## src/rtl/tty_uart.sv

```systemverilog
// tty_uart: full-duplex UART, TX serialiser and RX deserialiser sharing one
// bit period (CLK_DIV clk cycles), with a small RX FIFO and error pulses.
// Optional parity bit is built in when the macro TTY_PARITY_EN is defined.
module tty_uart #(
   parameter int unsigned CLK_DIV       = 400,
   parameter int unsigned DATA_BITS     = 8,
   parameter int unsigned STOP_BITS     = 1,
   parameter int unsigned RX_FIFO_DEPTH = 4,
   parameter bit          PARITY_ODD    = 1'b0
) (
   input  logic                 clk,
   input  logic                 rst,
   input  logic                 tx_valid,
   output logic                 tx_ready,
   input  logic [DATA_BITS-1:0] tx_data,
   output logic                 tx,
   input  logic                 rx,
   output logic                 rx_valid,
   input  logic                 rx_ready,
   output logic [DATA_BITS-1:0] rx_data,
   output logic                 rx_busy,
   output logic                 rx_frame_err,
   output logic                 rx_overrun,
   output logic                 rx_parity_err
);

`ifdef TTY_PARITY_EN
   localparam bit PAR_EN = 1'b1;
`else
   localparam bit PAR_EN = 1'b0;
`endif

   localparam logic [15:0] BIT_RELOAD  = 16'(CLK_DIV - 1);
   localparam logic [15:0] HALF_RELOAD = 16'(CLK_DIV / 2 - 1);
   localparam logic [3:0]  LAST_DATA   = 4'(DATA_BITS - 1);
   localparam logic [3:0]  LAST_STOP   = 4'(STOP_BITS - 1);
   localparam int unsigned AW          = $clog2(RX_FIFO_DEPTH);
   localparam int unsigned CW          = AW + 1;

   typedef enum logic [2:0] {S_IDLE, S_START, S_DATA, S_PARITY, S_STOP} state_e;

   // ---------------- TX ----------------
   state_e               tx_state_q, tx_state_d;
   logic [15:0]          tx_cnt_q, tx_cnt_d;
   logic [3:0]           tx_bit_q, tx_bit_d;
   logic [DATA_BITS-1:0] tx_shift_q, tx_shift_d;
   logic                 tx_par_q, tx_par_d;
   logic                 tx_q, tx_d;

   // TX next state; the last stop bit hands over to IDLE one cycle early so the
   // line holds 1 for its final cycle while a new byte can already be accepted.
   always_comb begin
      tx_state_d = tx_state_q;
      tx_cnt_d   = tx_cnt_q;
      tx_bit_d   = tx_bit_q;
      tx_shift_d = tx_shift_q;
      tx_par_d   = tx_par_q;
      case (tx_state_q)
         S_IDLE: begin
            if (tx_valid) begin
               tx_state_d = S_START;
               tx_cnt_d   = BIT_RELOAD;
               tx_shift_d = tx_data;
               tx_par_d   = (^tx_data) ^ PARITY_ODD;
            end
         end
         S_STOP: begin
            if (tx_cnt_q == 16'd1 && tx_bit_q == LAST_STOP) begin
               tx_state_d = S_IDLE;
            end else if (tx_cnt_q != '0) begin
               tx_cnt_d = tx_cnt_q - 16'd1;
            end else begin
               tx_cnt_d = BIT_RELOAD;
               tx_bit_d = tx_bit_q + 4'd1;
            end
         end
         default: begin
            if (tx_cnt_q != '0) begin
               tx_cnt_d = tx_cnt_q - 16'd1;
            end else begin
               tx_cnt_d = BIT_RELOAD;
               tx_bit_d = '0;
               if (tx_state_q == S_START) begin
                  tx_state_d = S_DATA;
               end else if (tx_state_q == S_DATA) begin
                  tx_shift_d = tx_shift_q >> 1;
                  if (tx_bit_q == LAST_DATA) tx_state_d = PAR_EN ? S_PARITY : S_STOP;
                  else                       tx_bit_d   = tx_bit_q + 4'd1;
               end else begin
                  tx_state_d = S_STOP;
               end
            end
         end
      endcase
      case (tx_state_d)
         S_START:  tx_d = 1'b0;
         S_DATA:   tx_d = tx_shift_d[0];
         S_PARITY: tx_d = tx_par_q;
         default:  tx_d = 1'b1;
      endcase
   end

   // TX registers; the line output is registered to keep the pin glitch-free
   always_ff @(posedge clk) begin
      if (rst) begin
         tx_state_q <= S_IDLE;
         tx_cnt_q   <= '0;
         tx_bit_q   <= '0;
         tx_shift_q <= '0;
         tx_par_q   <= 1'b0;
         tx_q       <= 1'b1;
      end else begin
         tx_state_q <= tx_state_d;
         tx_cnt_q   <= tx_cnt_d;
         tx_bit_q   <= tx_bit_d;
         tx_shift_q <= tx_shift_d;
         tx_par_q   <= tx_par_d;
         tx_q       <= tx_d;
      end
   end

   assign tx       = tx_q;
   assign tx_ready = (tx_state_q == S_IDLE);

   // ---------------- RX ----------------
   logic                 rx_s1_q, rx_s2_q, rx_prev_q;
   state_e               rx_state_q, rx_state_d;
   logic [15:0]          rx_cnt_q, rx_cnt_d;
   logic [3:0]           rx_bit_q, rx_bit_d;
   logic [DATA_BITS-1:0] rx_shift_q, rx_shift_d;
   logic                 rx_par_q, rx_par_d;
   logic                 push, ferr_d, perr_d, ovr_d;
   logic                 ferr_q, perr_q, ovr_q;

   // RX next state: start detect, mid-bit sampling, stop/parity verdict
   always_comb begin
      rx_state_d = rx_state_q;
      rx_cnt_d   = rx_cnt_q;
      rx_bit_d   = rx_bit_q;
      rx_shift_d = rx_shift_q;
      rx_par_d   = rx_par_q;
      push       = 1'b0;
      ferr_d     = 1'b0;
      perr_d     = 1'b0;
      case (rx_state_q)
         S_IDLE: begin
            if (rx_prev_q && !rx_s2_q) begin
               rx_state_d = S_START;
               rx_cnt_d   = HALF_RELOAD;
            end
         end
         default: begin
            if (rx_cnt_q != '0) begin
               rx_cnt_d = rx_cnt_q - 16'd1;
            end else begin
               rx_cnt_d = BIT_RELOAD;
               rx_bit_d = '0;
               case (rx_state_q)
                  S_START: rx_state_d = rx_s2_q ? S_IDLE : S_DATA;
                  S_DATA: begin
                     rx_shift_d = {rx_s2_q, rx_shift_q[DATA_BITS-1:1]};
                     if (rx_bit_q == LAST_DATA) rx_state_d = PAR_EN ? S_PARITY : S_STOP;
                     else                       rx_bit_d   = rx_bit_q + 4'd1;
                  end
                  S_PARITY: begin
                     rx_par_d   = rx_s2_q;
                     rx_state_d = S_STOP;
                  end
                  default: begin
                     rx_state_d = S_IDLE;
                     if (!rx_s2_q)                                               ferr_d = 1'b1;
                     else if (PAR_EN && (rx_par_q != ((^rx_shift_q) ^ PARITY_ODD))) perr_d = 1'b1;
                     else                                                        push   = 1'b1;
                  end
               endcase
            end
         end
      endcase
   end

   // RX synchroniser, FSM registers and registered error pulses
   always_ff @(posedge clk) begin
      if (rst) begin
         rx_s1_q    <= 1'b1;
         rx_s2_q    <= 1'b1;
         rx_prev_q  <= 1'b1;
         rx_state_q <= S_IDLE;
         rx_cnt_q   <= '0;
         rx_bit_q   <= '0;
         rx_shift_q <= '0;
         rx_par_q   <= 1'b0;
         ferr_q     <= 1'b0;
         perr_q     <= 1'b0;
         ovr_q      <= 1'b0;
      end else begin
         rx_s1_q    <= rx;
         rx_s2_q    <= rx_s1_q;
         rx_prev_q  <= rx_s2_q;
         rx_state_q <= rx_state_d;
         rx_cnt_q   <= rx_cnt_d;
         rx_bit_q   <= rx_bit_d;
         rx_shift_q <= rx_shift_d;
         rx_par_q   <= rx_par_d;
         ferr_q     <= ferr_d;
         perr_q     <= perr_d;
         ovr_q      <= ovr_d;
      end
   end

   assign rx_busy       = (rx_state_q != S_IDLE);
   assign rx_frame_err  = ferr_q;
   assign rx_parity_err = perr_q;
   assign rx_overrun    = ovr_q;

   // ---------------- RX FIFO ----------------
   logic [DATA_BITS-1:0] mem_q [RX_FIFO_DEPTH];
   logic [AW-1:0]        wptr_q, rptr_q;
   logic [CW-1:0]        count_q;
   logic                 full, pop, push_ok;

   assign full     = (count_q == CW'(RX_FIFO_DEPTH));
   assign rx_valid = (count_q != '0);
   assign pop      = rx_valid && rx_ready;
   assign push_ok  = push && (!full || pop);
   assign ovr_d    = push && full && !pop;
   assign rx_data  = mem_q[rptr_q];

   // FIFO storage
   always_ff @(posedge clk) begin
      if (push_ok) mem_q[wptr_q] <= rx_shift_q;
   end

   // FIFO pointers and occupancy
   always_ff @(posedge clk) begin
      if (rst) begin
         wptr_q  <= '0;
         rptr_q  <= '0;
         count_q <= '0;
      end else begin
         if (push_ok) wptr_q <= wptr_q + AW'(1);
         if (pop)     rptr_q <= rptr_q + AW'(1);
         if (push_ok && !pop)      count_q <= count_q + CW'(1);
         else if (!push_ok && pop) count_q <= count_q - CW'(1);
      end
   end

endmodule
```

## config.mk

```make
export PLATFORM = sky130hd
export DESIGN_NAME = tty_uart
export DESIGN_NICKNAME = d
export VERILOG_FILES = /design/src/rtl/tty_uart.sv
export SDC_FILE = /design/constraint.sdc
export NUM_CORES = 1
export LEC_CHECK = 0
export BUFFER_PORTS_ARGS = -buffer_cell sky130_fd_sc_hd__buf_2
export CAP_MARGIN = 20
export CORE_MARGIN = 3
export CORE_UTILIZATION = 40
export DETAILED_ROUTE_END_ITERATION = 10
export PLACE_DENSITY = 0.68
export RECOVER_POWER = 100
export SLEW_MARGIN = 20
export SYNTH_ARGS = -nofsm -noshare
export SYNTH_HDL_FRONTEND = slang
export SYNTH_SLANG_ARGS = --single-unit
```

## constraint.sdc

```tcl
create_clock -name clk -period 3.7 [get_ports clk]
set_clock_uncertainty 0.1 [all_clocks]
set_input_delay 0.185 -clock clk [delete_from_list [all_inputs] [get_ports clk]]
set_output_delay 0.185 -clock clk [all_outputs]
set_load 0.03 [all_outputs]
```

# == After elaboration in Yosys (flattened, before gate mapping) ==
# Memory sizes are Yosys's and may differ from the RTL's. A register that Yosys moved wholly into a read port is not among the register bits.
# Index checks and enable logic that the tools add are counted.
# word_totals
latch_bits,0
inputBits,13
regBits,76
wordCells,131
romBits,0
output_inout_bits,15
ram_bits,32
memories,1
# op_classes
mul,0
magnitude_cmp,0
bitwise,5
reduce_logical,32
eq_ne,20
n_mux,46
n_shift,0
div,0
addsub,8
# memory_table
memory,depth,word_bits,read_ports,rd_ports_with_merged_regs,write_ports,line,text
mem_q,4,8,1,1,1,216,logic [DATA_BITS-1:0] mem_q [RX_FIFO_DEPTH];
# ops
cell,count
16-bit two-way mux,6
3-bit two-way mux,12
4-bit two-way mux,8
8-bit two-way mux,4
16-bit one-hot mux with 2 select lines,1
16-bit nonzero test,2
16-bit by 1-bit subtractor with 16-bit output (second input constant),2
16-bit by 1-bit == test with 1-bit output (second input constant),1
8-bit one-hot mux with 2 select lines,1
3-bit by 2-bit == test with 1-bit output (second input constant),5
2-bit inequality test (second input constant),5
3-bit by 1-bit == test with 1-bit output (second input constant),3
3-bit one-hot mux with 3 select lines,1
3-bit AND reduction,3
4-bit by 1-bit adder with 4-bit output (second input constant),2
4-bit by 3-bit == test with 1-bit output (second input constant),2
1-bit logical AND,8
4-bit one-hot mux with 2 select lines,1
8-bit XOR reduction,1
1-bit two-way mux,7
3-bit == test (second input constant),2
3-bit logical NOT,2
2-bit two-way mux,3
3-bit one-hot mux with 2 select lines,1
other kinds (16),28

# == Depth between registers and ports, before layout ==
# Gate-level depths: netlist of the first run.
# depth
depth_word,10
ltp_mapped,11
depth_no_buf,11

# == Worst setup path after synthesis of the first run ==
# OpenSTA, ideal clock, no wires.
# synth_path
path_type,reg-to-reg
from,register rx_cnt_q[0]
to,register count_q[2]
arrival_ps,2761
slack_ps,768
required_ps,3530
period_less_slack_ps,2932
stages_incl_launch_ff,12
n_path_buf,0
setup_time_ps,70
cell_sequence,dfxtp_1 -> inv_1 -> ha_1 -> nor3b_1 -> nand3_1 -> nor4_4 -> ha_1 -> inv_1 -> fa_1 -> xor2_1 -> or3_1 -> a21oi_1
# synth_between
elab_chain_cells,7
elab_cells_between_ends,9
classes_between,mux: 3; reduce/logical: 6
# synth_rtl
element,line,text
start: declaration,128,"logic [15:0] rx_cnt_q, rx_cnt_d;"
start signal: assignment,200,rx_cnt_q <= rx_cnt_d;
16-bit nonzero test *,153,if (rx_cnt_q != '0) begin
1-bit two-way mux *,153,
1-bit two-way mux *,145,case (rx_state_q)
1-bit logical AND *,224,assign push_ok = push && (!full || pop);
net push_ok,219,"logic full, pop, push_ok;"
1-bit logical NOT,243,else if (!push_ok && pop) count_q <= count_q - CW'(1);
1-bit logical AND,243,
2-bit nonzero test (no source line),-,
end signal: assignment,242,if (push_ok && !pop) count_q <= count_q + CW'(1);
end signal: assignment,243,
end: declaration,218,logic [CW-1:0] count_q;
# Mark *: on every way through the listed nets, which the timed path passes. The rest lies on a longest branch.
# A chain may end at the register's enable or synchronous reset.

# == Worst setup path after layout of the first run ==
# layout_path
from,register rx_cnt_q[7]
to,register count_q[2]
# The elaborated chain is that of the path after synthesis.

==> results of run 1 <==
==> power by group through the flow <==
stage,clock network (uW),logic (uW),registers (uW)
after floorplan,0,708,1420
after global placement,0,863,1460
after detailed placement,0,884,1470
after CTS,991,891,1440
after global routing,1040,960,1460
final,957,870,1440
==> sequential cells by signal (all words and copies together) (netlist names), 2 cells and up, named ones only <==
register	count
rx_state_q	3
rptr_q	2
tx_state_q	3
rx_bit_q	4
rx_shift_q	8
tx_cnt_q	16
rx_cnt_q	16
tx_shift_q	8
count_q	3
wptr_q	2
tx_bit_q	4
mem_q	32
==> critical path, cell delays in order, from the launching register on <==
cell,delay [ns]
dfxtp_1,0.36
nor4_1,0.64
nand3_1,0.37
nor4_4,0.51
ha_1,0.27
inv_1,0.06
fa_1,0.39
xor2_1,0.17
or3_1,0.32
a21oi_1,0.14
==> final timing paths <==
check	startpoint	to	slack [ns]
max	rx_cnt_q[7]	count_q[2]	0.28
min reg2reg	rx_s1_q	rx_s2_q	0.32
min	tx_data[1]	tx_shift_q[1]	0.05
max reg2reg	rx_cnt_q[7]	count_q[2]	0.28
==> cell type report <==
cell class / count / share of cell area, %
tap: 168 / 3.76
clock buffer: 11 / 4.16
clock inverter: 5 / 1.07
sequential: 110 / 45.1
multi-input combinational: 344 / 41.8
inverter: 18 / 1.21
timing repair buffer: 33 / 2.95
==> metrics by stage <==
stage	std cells	hold WS (ns)	power (uW)	utilization (%)	setup WS, ns
after global routing	689	0.0821	3460	46.0	0.0779
final	689	0.0537	3270	46.0	0.282
after CTS	689	0.0388	3320	46.5	0.389
after floorplan	492	0.189	2120	-	0.768
after global placement	671	0.287	2320	43.9	0.647
after detailed placement	671	0.276	2350	43.9	0.467
==> synthesized netlist by cell type (3+ instances only) <==
cell / count / area [um2]
nand4_1: 4 / 25.0
or3b_2: 3 / 26.3
a22oi_1: 6 / 45.0
a211oi_1: 6 / 45.0
edfxtp_1: 32 / 961
or2_2: 4 / 25.0
and3_1: 3 / 18.8
nor4_2: 4 / 50.1
buf_1: 3 / 11.3
nor3_1: 13 / 65.1
or3_1: 11 / 68.8
a21oi_1: 48 / 240
nand2b_1: 10 / 62.6
nand2_1: 24 / 90.1
o21ai_0: 19 / 95.1
and2_1: 7 / 43.8
inv_1: 17 / 63.8
mux2i_1: 11 / 110
or4b_2: 3 / 30.0
or4_1: 9 / 67.6
nor3b_1: 5 / 37.5
dfxtp_1: 78 / 1560
xor2_1: 9 / 78.8
nand3_1: 10 / 50.1
o31ai_1: 4 / 30.0
nor4_1: 8 / 50.1
nor2_1: 45 / 169
clkbuf_1: 14 / 52.6
mux4_2: 8 / 180
nand3b_1: 4 / 30.0
a31oi_1: 4 / 25.0
a311oi_1: 9 / 78.8
ha_1: 11 / 138
xnor2_1: 10 / 87.6
==> layout by cell type, fill, tap and decap left out, types with 3 or more instances in the layout <==
cell       instances
nand4_1            4
dfxtp_1           78
buf_2             11
nor3_1            13
o211ai_1           3
nor3b_1            5
clkbuf_16          9
xnor2_1           10
nand2_1           24
or4b_2             3
a31oi_1            4
a311oi_1           9
clkbuf_1          18
or2_2              4
o31ai_1            4
nand2b_1          10
a22oi_1            6
inv_1             17
nand3b_1           4
a21oi_1           48
o21ai_0           19
mux2i_1           11
and2_0             6
or3_1             11
ha_1              11
nor2_1            45
and3_1             3
nand3_1           10
buf_4              4
xor2_1             9
or4_1              9
edfxtp_1          32
mux4_2             8
or3b_2             3
a211oi_1           6
nor4_1            11
==> timing repair <==
item,CTS,global route
endpoints found under the setup margin,0,0
hold buffers,2,0
endpoints found under the hold margin,2,0
==> routing by layer <==
metal	global-route usage (%)	vias to the layer above	part of all wire, %
met1	19.1	1787	46
met4	5.86	0	2.3
li1	-	1888	-
met2	23.8	99	47
met3	4.07	17	4.7
met5	0	-	0
==> cell families after synthesis <==
kind of cell / synth area share, %
compound gates: 14.5
xor+xnor: 3.30
fa+ha+maj: 3.12
buf+inv: 2.95
flops: 50.0
mux: 5.75
other cells: 0.0743
simple gates: 20.3
==> flow_summary.json, run 1 <==
{
  "grt_max_degree": 42,
  "grt_use_total_pct": 14.9,
  "drt_iter0_drc": 232,
  "place_area_mm2": 0.00534,
  "sw_frac_of_total_pct": 33.0,
  "yosys_warnings": 0,
  "wl_um": 9910,
  "avgSynthCellArea_um2": 10.3,
  "rsz0062_at_grt": "no",
  "clock_path_buffers": 2,
  "drv_slew": 42,
  "maxCapViolCount": 1,
  "leakagePower_uw": 0.00197,
  "drt-vias-per-instance": 5.50,
  "grt_pass1_vias": 3605,
  "setup_viol": 0,
  "period_share_pct": 92.4,
  "pwr-share-clk_pct": 29.3,
  "cts_made_buffers": 9,
  "grt_overflow": 0,
  "post-route-drc-count": 0,
  "core_mm2": 0.0122,
  "antenna_found_initial": 0,
  "place.gp.congestion": 0.831,
  "internal-power_uw": 2190,
  "cp-start-kind": "register",
  "r2r_cells": 9,
  "cts.sinks": 110,
  "ys_ff_latch": 110,
  "ys_types": 62,
  "finalCriticalPeriod_ns": 3.42,
  "cts_setup_buffers": 0,
  "core.rowCount": 40,
  "clk_latency_ns": 0.35,
  "die_area_mm2": 0.0140,
  "initial_core_util_pct": 41.5,
  "die_y_um": 118,
  "cts_tree": "built",
  "die_width_um": 118,
  "synthesis.area_mm2": 0.00504,
  "grt_pass1_wl_um": 17200,
  "path_class": "register to register",
  "clock-root-buffer": "clkbuf_16",
  "finalSetupTns_ns": 0,
  "synth-edff-count": 32,
  "cp.required_ns": 3.86,
  "end_kind": "register",
  "numPortBuffers": 26,
  "layout-drive-gt1-share_pct": 10.2,
  "p_per_area_mw_per_mm2": 584,
  "finish.instance_area_mm2": 0.00560,
  "crit_path_max_fanout": 7,
  "wire_per_inst_um": 14.4,
  "ios": 28,
  "p_switching_uw": 1080,
  "vias": 3791,
  "cts-htree-levels": 3,
  "ys_seq_area_share_pct": 50.0,
  "violations": "capacitance limit, slew limit",
  "holdPathStages": 3,
  "firstDrtPassIters": 5,
  "finalHoldViolCount": 0,
  "synthCells": 492,
  "syn2layout_area_growth_pct": 10.9,
  "cts_resized": 0,
  "ir_drop_mv": 0.238,
  "synth_nets": 517,
  "hold_class": "primary input to register",
  "antennaDiodeCount": 0,
  "final_nets": 541,
  "worstPathArrival_ns": 3.58,
  "synth-main-ff-cell": "dfxtp_1",
  "max_freq_mhz": 293,
  "nFillCells": 1137,
  "hpwl_um": 6810,
  "clkTransAtPathRegs_ns": 0.07,
  "combPwrFrac_pct": 26.6,
  "multi_input_area_mm2": 0.00234,
  "ant_nets": 0,
  "slew_headroom_pct": -17.2,
  "worst_pin_slew_ns": 1.76,
  "postSynth.asyncResetShare_pct": 0,
  "regArea_mm2": 0.00252,
  "status": "finished with violations",
  "power.share.sequential_pct": 44.1
}
(Power assumes the default switching activity.)
==> run 2: changes to the inputs <==
--- a/config.mk
+++ b/config.mk
@@ -7,11 +7,14 @@
 export LEC_CHECK = 0
 export BUFFER_PORTS_ARGS = -buffer_cell sky130_fd_sc_hd__buf_2
 export CAP_MARGIN = 20
+export CELL_PAD_IN_SITES_DETAIL_PLACEMENT = 1
+export CELL_PAD_IN_SITES_GLOBAL_PLACEMENT = 2
 export CORE_MARGIN = 3
 export CORE_UTILIZATION = 40
 export DETAILED_ROUTE_END_ITERATION = 10
-export PLACE_DENSITY = 0.68
+export PLACE_DENSITY = 0.91
 export RECOVER_POWER = 100
+export SETUP_SLACK_MARGIN = 0.05
 export SLEW_MARGIN = 20
 export SYNTH_ARGS = -nofsm -noshare
 export SYNTH_HDL_FRONTEND = slang
==> constraint.sdc (replaced) <==
create_clock -name clk -period 3.7 [get_ports clk]
set_clock_uncertainty 0.1 [all_clocks]
set_input_delay 0.925 -clock clk [delete_from_list [all_inputs] [get_ports clk]]
set_output_delay 0.925 -clock clk [all_outputs]
set_load 0.03 [all_outputs]
==> flow_summary.json, run 2 (synthesized netlist as in run 1, its figures left out) <==
{
  "antenna_found_initial": 0,
  "wire_per_inst_um": 17.0,
  "grt_use_total_pct": 17.5,
  "worst_pin_slew_ns": 1.30,
  "holdPathStages": 1,
  "wl_um": 11700,
  "place_area_mm2": 0.00534,
  "layout-drive-gt1-share_pct": 10.2,
  "hold_end": "rx_s2_q",
  "maxCapViolCount": 0,
  "leakagePower_uw": 0.00195,
  "cp.required_ns": 3.89,
  "hp-start": "rx_s1_q",
  "layout.cells.non_filler": 687,
  "place_inst": 671,
  "rsz0062_at_grt": "no",
  "largest_register_ffs": 32,
  "finalCriticalPeriod_ns": 3.33,
  "hold_class": "register to register",
  "cts_tree": "built",
  "crit_path_max_fanout": 7,
  "regMostFlops": "mem_q",
  "final_common_cell": "dfxtp_1",
  "p_per_area_mw_per_mm2": 588,
  "r2r-end": "count_q[2]",
  "grt_overflow": 0,
  "finalSetupTns_ns": 0,
  "setup_viol": 0,
  "clock_path_buffers": 2,
  "ctsHoldBuffers": 0,
  "cts_setup_buffers": 0,
  "path_class": "register to register",
  "firstDrtPassIters": 4,
  "hpwl_um": 8150,
  "drv_slew": 0,
  "place.gp.congestion": 0.825,
  "cts_made_buffers": 9,
  "pre_cts_ws_ns": 0.401,
  "ir_drop_mv": 0.289,
  "clk_latency_ns": 0.36,
  "finalHoldViolCount": 0,
  "top_regs": "mem_q (32), rx_cnt_q (16), tx_cnt_q (16)",
  "worstPathArrival_ns": 3.51,
  "initial_core_util_pct": 41.5,
  "clock-root-buffer": "clkbuf_16",
  "slew_headroom_pct": 13.7,
  "drt-vias-per-instance": 5.56,
  "grt_pass1_vias": 4002,
  "r2r_setup_slack_ns": 0.37,
  "cp_cell_sequence": "inv_1 > ha_1 > nor3b_1 > clkbuf_1 > nand3_1 > nor4_4 > ha_1 > inv_1 > fa_1 > xor2_1 > or3_1 > a21oi_1",
  "end_kind": "register",
  "die_y_um": 118,
  "ios": 28,
  "grt_max_degree": 29,
  "slowest_delay_ns": 0.55,
  "vias": 3818,
  "core.rowCount": 40,
  "grt_pass1_wl_um": 20000,
  "setup_ws_ns": 0.373,
  "cts.sinks": 110,
  "period_share_pct": 89.9,
  "cts-htree-levels": 3,
  "max_freq_mhz": 301,
  "layout_common_cells": "dfxtp_1 (78), a21oi_1 (48), nor2_1 (45)",
  "core_mm2": 0.0122,
  "cp-start-kind": "register",
  "die_area_mm2": 0.0140,
  "status": "complete, no violations",
  "clkTransAtPathRegs_ns": 0.08,
  "critPathTopFamily": "simple AND/OR/NAND/NOR gates",
  "finish.instance_area_mm2": 0.00558,
  "syn2layout_area_growth_pct": 10.5,
  "slowest_stage": "nor4_4",
  "drt_iter0_drc": 190,
  "power_uw": 3280,
  "worst-path-buf-inv": 3,
  "nFillCells": 1398,
  "die_width_um": 118,
  "final_nets": 539,
  "r2r_cells": 12,
  "antennaDiodeCount": 0,
  "ant_nets": 0,
  "post-route-drc-count": 0,
  "regToRegStartpoint": "rx_cnt_q[0]",
  "numPortBuffers": 26
}
[run 2: worst max-delay path by stage]
| stage | cells past startpoint | startpoint | endpoint |
|---|---|---|---|
| 3_5_place_dp | 9 | rx_cnt_q[7] | count_q[2] |
| 4_1_cts | 9 | rx_cnt_q[7] | count_q[2] |
| 2_1_floorplan | 11 | rx_cnt_q[0] | count_q[2] |
| 6_report | 12 | rx_cnt_q[0] | count_q[2] |
| 3_3_place_gp | 9 | rx_cnt_q[7] | count_q[2] |
| 5_1_grt | 12 | rx_cnt_q[0] | count_q[2] |
[run 2: power breakdown]
group | total, uW | switching [uW] | internal [uW]
clock network | 957 | 479 | 479
logic | 880 | 555 | 325
registers | 1440 | 120 | 1320
[run 2: area by class of cell]
cell class / count / area, um2 / area share (%)
Clock buffer: 9 / 225 / 4.04
Inverter: 18 / 67.6 / 1.21
Tap cell: 168 / 210 / 3.77
Sequential cell: 110 / 2520 / 45.2
Clock inverter: 7 / 67.6 / 1.21
Multi-Input combinational cell: 344 / 2350 / 42.1
Timing Repair Buffer: 31 / 134 / 2.40
[run 2: worst reg2reg max path: stages (launching register included)]
cell,delay (ns)
dfxtp_1,0.35
inv_1,0.07
ha_1,0.17
nor3b_1,0.19
clkbuf_1,0.22
nand3_1,0.26
nor4_4,0.55
ha_1,0.29
inv_1,0.08
fa_1,0.38
xor2_1,0.16
or3_1,0.31
a21oi_1,0.14
[run 2: metrics by stage]
stage          util [%]  hold WS (ns)
2_1_floorplan         -         0.289
3_3_place_gp       43.9         0.311
3_5_place_dp       43.9         0.317
4_1_cts            46.3         0.336
5_1_grt            45.9         0.362
6_report           45.9         0.324
[run 2: what timing repair did]
action                                  4_1_cts  5_1_grt
hold endpoints to repair                      0        0
gates resized for setup                       0        1
endpoints found under the setup margin        0        1
[run 2: routing by layer]
layer	up-vias	GRT usage [%]	part of all wire [%]
met4	0	6.59	1.8
met5	-	0	0
li1	1876	-	-
met1	1862	21.3	45
met2	64	30.3	50
met3	16	3.68	3.4
==> run 3: changes to the inputs <==
==> constraint.sdc (replaced) <==
create_clock -name clk -period 3.7 [get_ports clk]
set_clock_uncertainty 0.1 [all_clocks]
set_input_delay 0.925 -clock clk [delete_from_list [all_inputs] [get_ports clk]]
set_output_delay 0.925 -clock clk [all_outputs]
set_load 0.1 [all_outputs]
==> flow_summary.json, run 3 (synthesized netlist as in run 1, its figures left out) <==
{
  "hold_class": "register to register",
  "post-route-drc-count": 0,
  "ios": 28,
  "setup_viol": 0,
  "hold_slack_ns": 0.320,
  "cp.required_ns": 3.87,
  "ant_nets": 0,
  "clock_path_buffers": 2,
  "initial_core_util_pct": 41.5,
  "p_per_area_mw_per_mm2": 627,
  "slowest_delay_ns": 0.53,
  "path_class": "register to register",
  "die_y_um": 118,
  "cp-start-kind": "register",
  "wire_per_inst_um": 16.7,
  "syn2layout_area_growth_pct": 10.3,
  "sw_frac_of_total_pct": 39.2,
  "grt_pass1_vias": 3991,
  "status": "complete, no violations",
  "final_nets": 539,
  "grt_use_total_pct": 17.0,
  "layout_common_cells": "dfxtp_1 (78), a21oi_1 (48), nor2_1 (45)",
  "wl_um": 11500,
  "clk_latency_ns": 0.36,
  "max_freq_mhz": 301,
  "cts_tree": "built",
  "drv_slew": 0,
  "grt_max_degree": 30,
  "grt_pass1_wl_um": 19500,
  "leakagePower_uw": 0.00196,
  "cts-htree-levels": 3,
  "end_kind": "register",
  "worstPathArrival_ns": 3.49,
  "maxCapViolCount": 0,
  "antennaDiodeCount": 0,
  "cts_resized": 0,
  "top_regs": "mem_q (32), rx_cnt_q (16), tx_cnt_q (16)",
  "power.share.sequential_pct": 41.3,
  "finalHoldViolCount": 0,
  "ir_drop_mv": 0.318,
  "worst_pin_slew_ns": 1.41,
  "cp_cell_sequence": "inv_1 > ha_1 > nor3b_1 > clkbuf_1 > nand3_1 > nor4_4 > ha_1 > inv_1 > fa_1 > xor2_1 > or3_1 > a21oi_1",
  "die_area_mm2": 0.0140,
  "combPwrFrac_pct": 31.7,
  "period_share_pct": 89.8,
  "internal-power_uw": 2120,
  "final_common_cell": "dfxtp_1",
  "cts_setup_buffers": 0,
  "clkTransAtPathRegs_ns": 0.07,
  "layout-drive-gt1-share_pct": 11.0,
  "place.gp.congestion": 0.805,
  "vias": 3822,
  "drt_iter0_drc": 291,
  "ctsHoldBuffers": 0,
  "regMostFlops": "mem_q",
  "clock-root-buffer": "clkbuf_16",
  "cts.sinks": 110,
  "finalSetupTns_ns": 0,
  "numPortBuffers": 26,
  "antenna_found_initial": 0,
  "pwr-share-clk_pct": 27.0,
  "finalCriticalPeriod_ns": 3.32,
  "slew_headroom_pct": 6.15,
  "hpwl_um": 8260,
  "grt_overflow": 0,
  "firstDrtPassIters": 4,
  "cts_made_buffers": 9,
  "nFillCells": 1379,
  "p_switching_uw": 1370,
  "die_width_um": 118,
  "rsz0062_at_grt": "no",
  "largest_register_ffs": 32,
  "core.rowCount": 40,
  "drt-vias-per-instance": 5.56,
  "crit_path_max_fanout": 7,
  "core_mm2": 0.0122,
  "slowest_stage": "nor4_4"
}
==> run 3: changes by cell type in the layout (fill, tap and decap cells not counted), moves of 2 or more <==
cell | previous run | this run
clkbuf_2 | 0 | 5
clkbuf_1 | 19 | 14
clkinv_4 | 0 | 2
nor4_1 | 9 | 11
nor4_2 | 4 | 2
==> run 3: layout make-up <==
class / count / area, um2 / area share (%)
clock inverters: 7 / 62.6 / 1.12
multi-input cells: 344 / 2340 / 42.0
clock buffers: 9 / 225 / 4.05
inverters: 18 / 67.6 / 1.21
repair buffers: 31 / 140 / 2.52
well taps: 168 / 210 / 3.78
flip-flops and latches: 110 / 2520 / 45.3
==> run 3: power by group through the flow <==
stage | clock network (uW) | registers, uW | logic, uW
6_report | 943 | 1440 | 1100
5_1_grt | 1040 | 1460 | 1210
4_1_cts | 977 | 1440 | 1140
3_5_place_dp | 0 | 1470 | 1130
3_3_place_gp | 0 | 1460 | 1100
2_1_floorplan | 0 | 1420 | 931
==> run 3: through the flow <==
stage / cell area, um2 / power, uW / worst slack, ns / std cells / utilization (%)
3_5_place_dp: 5340 / 2600 / 0.444 / 671 / 43.9
2_1_floorplan: 5040 / 2360 / 0.768 / 492 / -
6_report: 5570 / 3490 / 0.376 / 687 / 45.8
4_1_cts: 5630 / 3560 / 0.407 / 687 / 46.3
3_3_place_gp: 5340 / 2550 / 0.604 / 671 / 43.9
5_1_grt: 5570 / 3700 / 0.109 / 687 / 45.8
==> run 3: worst paths after layout <==
kind	from	endpoint	slack, ns	cells past startpoint
worst max-delay path	rx_cnt_q[0]	count_q[2]	0.38	12
worst min-delay path	rx_s1_q	rx_s2_q	0.32	1
worst max register to register	rx_cnt_q[0]	count_q[2]	0.38	12
worst min register to register	rx_s1_q	rx_s2_q	0.32	1
==> run 3: worst max-delay path, delay by kind of cell (launching register included) <==
family	cells	cell delay, ns
simple gates	4	1.32
fa+ha+maj	3	0.80
buf+inv	3	0.36
flops	1	0.35
xor+xnor	1	0.16
compound gates	1	0.15
==> run 3: per-layer routing <==
metal	part of all wire [%]	vias up	routed length, um	global-route usage, %
met5	0	-	0	0
met4	1.2	0	134	5.05
met3	3.0	11	342	4.31
met2	51	46	5860	29.9
met1	45	1891	5120	20.4
li1	-	1874	-	-
